File: src/rtl/tick_sched_pkg.sv
// Shared definitions for the tick scheduler: default sizing, the configuration
// FSM state type and a helper for the channel-index width.
package tick_sched_pkg;

    localparam int NUM_CH_DEF = 4;
    localparam int DIV_W_DEF  = 26;

    typedef enum logic {
        IDLE  = 1'b0,
        APPLY = 1'b1
    } cfg_state_e;

    // A single-channel build still needs a one-bit index port.
    function automatic int ch_w(input int n);
        return (n > 1) ? $clog2(n) : 1;
    endfunction

endpackage

File: src/rtl/tick_scheduler_channel.sv
// One divide-by-N tick channel: counts prescaler ticks, emits a one-cycle
// strobe at terminal count and toggles a square wave on every strobe.
module tick_channel
    import tick_sched_pkg::*;
#(
    parameter int DIV_W = DIV_W_DEF
) (
    input  logic             clk_100MHz,
    input  logic             reset,
    input  logic             pre_tick,
    input  logic             load,
    input  logic [DIV_W-1:0] load_div,
    input  logic             load_en,
    output logic             tick,
    output logic             clk_out
);

    logic [DIV_W-1:0] div_q, div_d;
    logic [DIV_W-1:0] cnt_q, cnt_d;
    logic             en_q, en_d;
    logic             tick_q, tick_d;
    logic             clk_q, clk_d;
    logic             running;
    logic             terminal;

    always_comb begin
        div_d    = div_q;
        en_d     = en_q;
        cnt_d    = cnt_q;
        tick_d   = 1'b0;
        running  = en_q && (div_q != '0);
        terminal = running && pre_tick && (cnt_q == div_q - DIV_W'(1));
        // A reload beats a coincident terminal count: counter restarts, no strobe.
        if (load) begin
            div_d = load_div;
            en_d  = load_en;
            cnt_d = '0;
        end else if (running && pre_tick) begin
            cnt_d  = terminal ? '0 : cnt_q + DIV_W'(1);
            tick_d = terminal;
        end
        clk_d = clk_q ^ tick_d;
    end

    always_ff @(posedge clk_100MHz or posedge reset) begin
        if (reset) begin
            div_q  <= '0;
            en_q   <= 1'b0;
            cnt_q  <= '0;
            tick_q <= 1'b0;
            clk_q  <= 1'b0;
        end else begin
            div_q  <= div_d;
            en_q   <= en_d;
            cnt_q  <= cnt_d;
            tick_q <= tick_d;
            clk_q  <= clk_d;
        end
    end

    assign tick    = tick_q;
    assign clk_out = clk_q;

endmodule

File: src/rtl/tick_scheduler.sv
// Multi-channel tick scheduler: shared prescaler, two-state config port and
// NUM_CH independent tick channels. Define TICK_IRQ_EN for sticky pending/irq.
module tick_scheduler
    import tick_sched_pkg::*;
#(
    parameter int NUM_CH   = NUM_CH_DEF,
    parameter int DIV_W    = DIV_W_DEF,
    parameter int PRESCALE = 100
) (
    input  logic                      clk_100MHz,
    input  logic                      reset,
    input  logic                      cfg_valid,
    output logic                      cfg_ready,
    input  logic [ch_w(NUM_CH)-1:0]   cfg_ch,
    input  logic [DIV_W-1:0]          cfg_div,
    input  logic                      cfg_en,
    output logic [NUM_CH-1:0]         tick,
    output logic [NUM_CH-1:0]         clk_out,
    input  logic [NUM_CH-1:0]         irq_clr,
    output logic                      irq
);

    localparam int CH_W = ch_w(NUM_CH);
    localparam int PS_W = $clog2(PRESCALE);

    logic [PS_W-1:0]  pre_cnt_q, pre_cnt_d;
    logic             pre_tick;
    cfg_state_e       state_q, state_d;
    logic [CH_W-1:0]  ch_q, ch_d;
    logic [DIV_W-1:0] div_q, div_d;
    logic             en_q, en_d;
    logic             apply;
    logic [NUM_CH-1:0] load;

    assign pre_tick  = (pre_cnt_q == PS_W'(PRESCALE - 1));
    assign pre_cnt_d = pre_tick ? '0 : pre_cnt_q + PS_W'(1);

    always_comb begin
        state_d   = state_q;
        ch_d      = ch_q;
        div_d     = div_q;
        en_d      = en_q;
        cfg_ready = 1'b0;
        apply     = 1'b0;
        case (state_q)
            IDLE: begin
                cfg_ready = 1'b1;
                if (cfg_valid) begin
                    ch_d    = cfg_ch;
                    div_d   = cfg_div;
                    en_d    = cfg_en;
                    state_d = APPLY;
                end
            end
            APPLY: begin
                apply   = 1'b1;
                state_d = IDLE;
            end
            default: state_d = IDLE;
        endcase
    end

    always_ff @(posedge clk_100MHz or posedge reset) begin
        if (reset) begin
            pre_cnt_q <= '0;
            state_q   <= IDLE;
            ch_q      <= '0;
            div_q     <= '0;
            en_q      <= 1'b0;
        end else begin
            pre_cnt_q <= pre_cnt_d;
            state_q   <= state_d;
            ch_q      <= ch_d;
            div_q     <= div_d;
            en_q      <= en_d;
        end
    end

    // Out-of-range indices match no channel, so such writes are dropped.
    genvar gi;
    generate
        for (gi = 0; gi < NUM_CH; gi++) begin : g_ch
            assign load[gi] = apply && (ch_q == CH_W'(gi));
            tick_channel #(.DIV_W(DIV_W)) u_ch (
                .clk_100MHz (clk_100MHz),
                .reset      (reset),
                .pre_tick   (pre_tick),
                .load       (load[gi]),
                .load_div   (div_q),
                .load_en    (en_q),
                .tick       (tick[gi]),
                .clk_out    (clk_out[gi])
            );
        end
    endgenerate

`ifdef TICK_IRQ_EN
    logic [NUM_CH-1:0] pending_q, pending_d;
    logic              irq_q;

    // A strobe arriving with its clear leaves the flag set.
    assign pending_d = (pending_q & ~irq_clr) | tick;

    always_ff @(posedge clk_100MHz or posedge reset) begin
        if (reset) begin
            pending_q <= '0;
            irq_q     <= 1'b0;
        end else begin
            pending_q <= pending_d;
            irq_q     <= |pending_d;
        end
    end

    assign irq = irq_q;
`else
    logic unused_irq_clr;
    assign unused_irq_clr = ^irq_clr;
    assign irq = 1'b0;
`endif

endmodule

File: config.mk
export PLATFORM = sky130hd
export DESIGN_NAME = tick_scheduler
export DESIGN_NICKNAME = d
export VERILOG_FILES = /design/src/rtl/tick_sched_pkg.sv /design/src/rtl/tick_scheduler_channel.sv /design/src/rtl/tick_scheduler.sv
export SDC_FILE = /design/constraint.sdc
export NUM_CORES = 1
export LEC_CHECK = 0
export CORE_MARGIN = 5
export CORE_UTILIZATION = 57
export CTS_CLUSTER_DIAMETER = 80
export DETAILED_ROUTE_END_ITERATION = 16
export PLACE_DENSITY = 0.78
export SETUP_SLACK_MARGIN = 0.3
export SLEW_MARGIN = 20
export SYNTH_ARGS = -nofsm -noshare
export SYNTH_HDL_FRONTEND = slang
export SYNTH_HIERARCHICAL = 1
export SYNTH_SLANG_ARGS = --single-unit
File: constraint.sdc
create_clock -name clk_100MHz -period 3.15 [get_ports clk_100MHz]
set_input_delay 0.4725 -clock clk_100MHz [delete_from_list [all_inputs] [get_ports clk_100MHz]]
set_output_delay 0.4725 -clock clk_100MHz [all_outputs]
set_load 0.05 [all_outputs]
Word-level counts from Yosys, hierarchy flattened:

Cells that the tools add are included.

* register bits: 257
* output and inout bits: 10
* word-level logic and storage cells: 98

* $add $sub $neg: 9
* eq/ne operators: 8
* mux-type cells: 25
* bitwise gates (word level): 5
* reductions and logical operators: 26

Operators with widths (count)
* 26-bit two-way mux: 12
* 26-bit by 1-bit adder with 26-bit output (second input constant): 4
* 26-bit == test: 4
* 26-bit nonzero test: 4
* 26-bit by 1-bit subtractor with 26-bit output (second input constant): 4
* 1-bit logical AND: 16
* 1-bit two-way mux: 11
* 2-bit nonzero test: 4
* 7-bit by 1-bit adder with 7-bit output (second input constant): 1
* 7-bit == test (second input constant): 1
* 7-bit two-way mux: 1
* 2-bit == test (second input constant): 2
* 1-bit XOR: 4
* 2-bit by 1-bit == test with 1-bit output (second input constant): 1
* 2-bit zero test: 1
* 1-bit case mux with 2 select lines: 1
* 2-bit AND reduction: 1
* 1-bit inverter: 1

Logic depth before layout (Yosys ltp):

* depth in word-level cells: 7
* mapped depth: 12
* mapped depth without buffers: 10

Cells and area by module:

Netlist, hierarchy kept.

By module, submodules not included
* tick_channel (g_ch[0].u_ch ...): times used 3, cells each 366, area an instance 3485.8 um^2, seq. area each 1376.3 um^2
* tick_channel (g_ch[3].u_ch): times used 1, cells each 400, area an instance 3684.8 um^2, seq. area each 1376.3 um^2
* tick_scheduler: times used 1, cells each 100, area an instance 1487.7 um^2, seq. area each 925.9 um^2

Least setup slack after synthesis:

OpenSTA, ideal clock, no wires.

* kind: register -> register
* start point: register g_ch[0].u_ch.div_q[0]
* end point: register g_ch[0].u_ch.cnt_q[9]
* setup time: 120 ps
* arrival time: 3088 ps
* path slack: -58 ps
* cell stages (with the launch flop): 12
* period minus slack after synthesis: 3208 ps
* cell sequence: dfrtp_1 > inv_1 > ha_1 > or3b_2 > clkbuf_1 > or3_1 > or3_1 > a221oi_2 > nand4_1 > o41ai_4 > buf_6 > nor2_1

* word-level cells in the longest chain between the ends: 7

Ends and longest elaborated chain
* start: declaration: RTL line tick_scheduler_channel.sv:18 `logic [DIV_W-1:0] div_q, div_d;`
* start signal: assignment: RTL line tick_scheduler_channel.sv:53 `div_q <= div_d;`
* branches (longest 7 deep; another with 26-bit by 1-bit subtractor with 26-bit output)
* end signal: assignment: RTL line tick_scheduler_channel.sv:55 `cnt_q <= cnt_d;`
* end: declaration: RTL line tick_scheduler_channel.sv:19 `logic [DIV_W-1:0] cnt_q, cnt_d;`

Parallel ways; which one is timed is not known. The select of a mux whose other input is x is not followed.
A chain may end at the register's enable or synchronous reset.

Final worst setup path:

* start point: register g_ch[2].u_ch.div_q[1]
* end point: register g_ch[2].u_ch.cnt_q[15]

* word-level cells in the longest chain between the ends: 7

Ends and longest elaborated chain (RTL line)
* start: declaration: tick_scheduler_channel.sv:18
* start signal: assignment: tick_scheduler_channel.sv:53
* branches (longest 7 deep; another with 26-bit by 1-bit subtractor with 26-bit output)
* end signal: assignment: tick_scheduler_channel.sv:55
* end: declaration: tick_scheduler_channel.sv:19

Parallel ways; which one is timed is not known. The select of a mux whose other input is x is not followed.

==> impl_results.md <==
- First-iteration detailed-routing DRC count: around 1200
- Mapped Avg Cell Area: between 9 and 10 µm²
- Via density per instance: between 6 and 7
- GR Layer Usage met3: between 4 and 5%
- Die Wd: around 180 µm
- Most area-hungry cell type in the Yosys netlist: dfrtp_1
- Crit Path Category: reg -> reg
- # hold bufs at CTS: 0
- XOR/XNOR Fraction of Synth Area: approximately an eighth
- Met2 usage: ~47%
- Clock Power Share: a little under a quarter
- Simple-gate portion of the synthesized area: about 25%
- Gr usage total: between 20% and 30%
- Cell internal pwr: between 0.008 and 0.009 W
- CTS buffer count: 28
- Pwr Total: 0.0139 W
- # DRC: 0
- Final Hold Viols: 0
- Largest net degree at the start of global routing: between 50 and 60
- Worst setup EP type: flop
- Ant diodes: 0
- Routed wire per std cell: between 20 and 25 µm
- Unrepaired setup endpoints after global routing: yes
- Die Y: between 150 and 200 µm
- Die ar.: ~0.031 mm²
- Syn. warnings: 6
- Setup TNS: 0 ns
- Largest family of logic cells by synthesized area: simple AND/OR/NAND/NOR gates
- Drt pass-1 iters: 5
- Post-synthesis cell area: between 0.015 and 0.02 mm²
- TritonCTS clock tree: built
- First-pass GRT wire length: between 70 and 80 mm
- Share of cells above drive strength 1: between 30% and 40%
- CTS root buf: clkbuf_16
- Yosys top cell area share: between 40% and 50%
- Worst skew pair latency: 0.55 ns
- Hold_sp: g_ch[2].u_ch/clk_out
- Clk_skew: about 0.020 ns
- Sw frac: ~38%
- Top area cells in the synthesized netlist: dfrtp_1, mux2_2, xnor2_1, xor2_1, nor2_1
- IO Count: 46
- P&R area growth vs syn: 26.1%
- Final Cycle Share: ~99%
- Overflow after GRT: 0
- CTS H-tree depth: 1
- Critical R2R Launch: g_ch[2].u_ch/div_q[1]
- Fin crit period: about 3.1 ns
- Detailed-route via count: 13429
- Asr flop ratio synth: 100%
- Layer with the highest usage: met2
- Multiplexer share of the synthesized area: under 10%
- Post-synth EDFFs: 0
- Seq/Total Area, Yosys: 41.1%
- Routability congestion estimate: just over 0.9
- Outcome: finished, final reports clean
- Most used DFF post-synth: dfrtp_1
- Syn_nets: around 1600
- Clock slew at reported path FFs: 0.06 ns
- Worst Setup SP: g_ch[2].u_ch/div_q[1]
- Critical Path Fanout Max: 7
- Met1 usage: between 30% and 40%
- Crit path cell chain: or4_4, buf_8, or3_1, a21o_1, a211oi_2, nand4_1, o41ai_4, buf_6, clkbuf_16, nor2_4
- Slew Limit Headroom: between 30% and 40%
- Initial Utilization: between 50 and 60%
- Post-synthesis compound-gate area fraction: 7.67%
- Initial antenna violation count: 0
- Post-Synth Adder-Cell Area: around 1.0%
- Endpoints failing setup: 0
- Nets: between 1500 and 2000
- Number of synthesized register bits: 257
- Buffers added on ports: 40
- Flop pwr share: between 30% and 40%
- Std-Cell Rows: 60
- Switching power: roughly 0.0053 W
- Pwr Density: between 700 and 800 mW/mm²
- CP peak stage delay: about 0.57 ns
- Distinct cells, synth: 70
- Setup crit start kind: flop
- VDD IR max: 0.515 mV
- Crit-path slowest cell: or4_4
- Slew Limit Fails: 0
- Leakage: 7.59 nW
- Post-Synthesis Cells: between 1500 and 2000
- HP Class: reg -> reg
- Combinational group share of total power: between 30 and 40%
- Fmax: 319 MHz
- Worst-margin pin slew: around 0.99 ns
- Clk sinks: about 260
- Max Cap Viol: 0
- Routed Antenna Nets: 0
- Required time of the critical path: approximately 3.6 ns
- Via count of the first global-routing pass: roughly 13000
- Drt total wl: between 40 and 50 mm
- Core Box Area: approximately 0.027 mm²
- DP HPWL: just under 30 mm
- CTS max path bufs: 3
- CP arrival: between 3 and 4 ns
## synthesized netlist by cell type (4+ instances only)
| cell type | count |
|---|---|
| o211ai_1 | 11 |
| a21o_1 | 6 |
| mux2i_1 | 8 |
| and3_1 | 7 |
| o2111ai_1 | 4 |
| o21a_1 | 7 |
| a2111oi_0 | 6 |
| nor2_1 | 163 |
| and2_1 | 8 |
| nand4_1 | 79 |
| xor2_1 | 102 |
| o21ai_0 | 23 |
| a31oi_1 | 27 |
| nor3_1 | 46 |
| or3_1 | 33 |
| buf_6 | 12 |
| nand2b_1 | 7 |
| a21oi_1 | 20 |
| mux2_2 | 125 |
| dfrtp_1 | 257 |
| a41oi_1 | 5 |
| nor2b_1 | 10 |
| buf_4 | 4 |
| or4b_2 | 9 |
| nand4b_1 | 5 |
| and4_1 | 16 |
| o31ai_1 | 9 |
| nor3b_1 | 12 |
| nand3_1 | 61 |
| buf_2 | 7 |
| o31a_1 | 4 |
| or2_2 | 14 |
| a211oi_1 | 15 |
| nand2_1 | 109 |
| clkbuf_1 | 51 |
| inv_1 | 38 |
| or4_1 | 27 |
| ha_1 | 13 |
| nand3_2 | 15 |
| nand3b_1 | 4 |
| xnor2_1 | 110 |
| nor4_1 | 55 |
## critical path, delay by kind of cell (launching register included)
kind	cells	cell delay, ns
compound gates	3	0.89
simple gates	4	1.17
buf+inv	3	0.54
flops	1	0.41
## cell type report
class / count / area (µm²)
Sequential cell: 257 / 6440
Inverter: 38 / 143
Multi-Input combinational cell: 1226 / 9750
Clock inverter: 7 / 88.8
Tap cell: 341 / 427
Fill cell: 1877 / 7240
Clock buffer: 42 / 815
Timing Repair Buffer: 199 / 2040
## cell usage in the layout, fill, tap and decap left out, types with 10 or more instances in the layout
cell type        synthesis  layout
nor2_1                 163      90
nand2_1                109     107
buf_12                   0      11
xnor2_1                110     110
a31oi_1                 27      25
or2_2                   14      11
nor4_2                   3      15
o211ai_1                11      11
buf_4                    4     117
mux2_2                 125     125
o21ai_0                 23      23
inv_1                   38      26
or3_1                   33      24
buf_6                   12      15
a21oi_1                 20      18
or4_1                   27      14
a211oi_1                15      10
or4_4                    3      16
clkdlybuf4s50_1          0      40
nand3_2                 15      26
inv_2                    0      12
nand4_1                 79      79
nor2_2                   3      16
nor3b_1                 12      10
nor2_4                   1      61
or3_4                    1      10
nor3_1                  46      38
clkbuf_16                0      31
xor2_1                 102     102
nor4_1                  55      39
nand3_1                 61      49
dfrtp_1                257     250
and4_1                  16      15
## layer usage
metal / vias up / wire [µm]
met2: 527 / 21800
met1: 6697 / 18700
li1: 6103 / -
met5: - / 0
met4: 0 / 1220
met3: 102 / 2760
## registers in the layout, summed over array words and instances (netlist names)
register	count
g_ch.u_ch/cnt_q	104
g_ch.u_ch/div_q	104
div_q	26
pre_cnt_q	7
g_ch.u_ch/clk_out	4
g_ch.u_ch/en_q	4
g_ch.u_ch/tick	4
ch_q	2
en_q	1
state_q	1
## final timing paths
check                                         end  slack [ns]  cells after the start
setup / recovery           g_ch[2].u_ch/cnt_q[15]        0.02                     10
hold / removal               g_ch[2].u_ch/clk_out        0.46                      1
setup reg to reg           g_ch[2].u_ch/cnt_q[15]        0.02                     10
hold reg to reg              g_ch[2].u_ch/clk_out        0.46                      1
max in group asynchronous  g_ch[2].u_ch/cnt_q[10]        1.96                      3
min in group asynchronous               div_q[14]        0.52                      2
## cell families (layout without fill, tap and decap cells)
logic type / Yosys count / in the layout
AO/OA/AOI/OAI: 159 / 159
XOR/XNOR: 212 / 212
adder cells (fa/ha/maj): 13 / 13
buffers and inverters: 115 / 286
flip-flops: 257 / 257
multiplexers: 134 / 134
other: 1 / 1
AND/OR/NAND/NOR: 707 / 707
## through the flow
| stage | util (%) | cell area (µm²) | hold WS (ns) | std cells | worst slack, ns |
|---|---|---|---|---|---|
| 6_report | 73.1 | 19700 | 0.461 | 2110 | 0.0165 |
| 2_1_floorplan | - | 15800 | 0.453 | 1598 | 0.00615 |
| 5_1_grt | 73.1 | 19700 | 0.476 | 2110 | -0.0454 |
| 4_1_cts | 70.1 | 18900 | 0.467 | 2095 | 0.0921 |
| 3_3_place_gp | 62.8 | 16900 | 0.453 | 1998 | 0.0138 |
| 3_5_place_dp | 62.8 | 16900 | 0.455 | 1998 | 0.0241 |
## repair_timing
item | in CTS | in global routing
setup endpoints to repair | 110 | 112
pin swaps | 83 | 50
setup buffers | 35 | 12
hold endpoints to repair | 0 | 0
gates resized for setup | 135 | 146
cloned | 13 | 3
## power by group through the flow
stage | clock, W | combinational [W] | sequential (W)
floorplan | 0 | 0.00346 | 0.00483
global placement | 0 | 0.00453 | 0.00509
detailed placement | 0 | 0.00466 | 0.00513
CTS | 0.00330 | 0.00516 | 0.00508
global route | 0.00345 | 0.00598 | 0.00524
finish | 0.00325 | 0.00556 | 0.00514
Note: power is estimated with default switching activity, not from simulation.
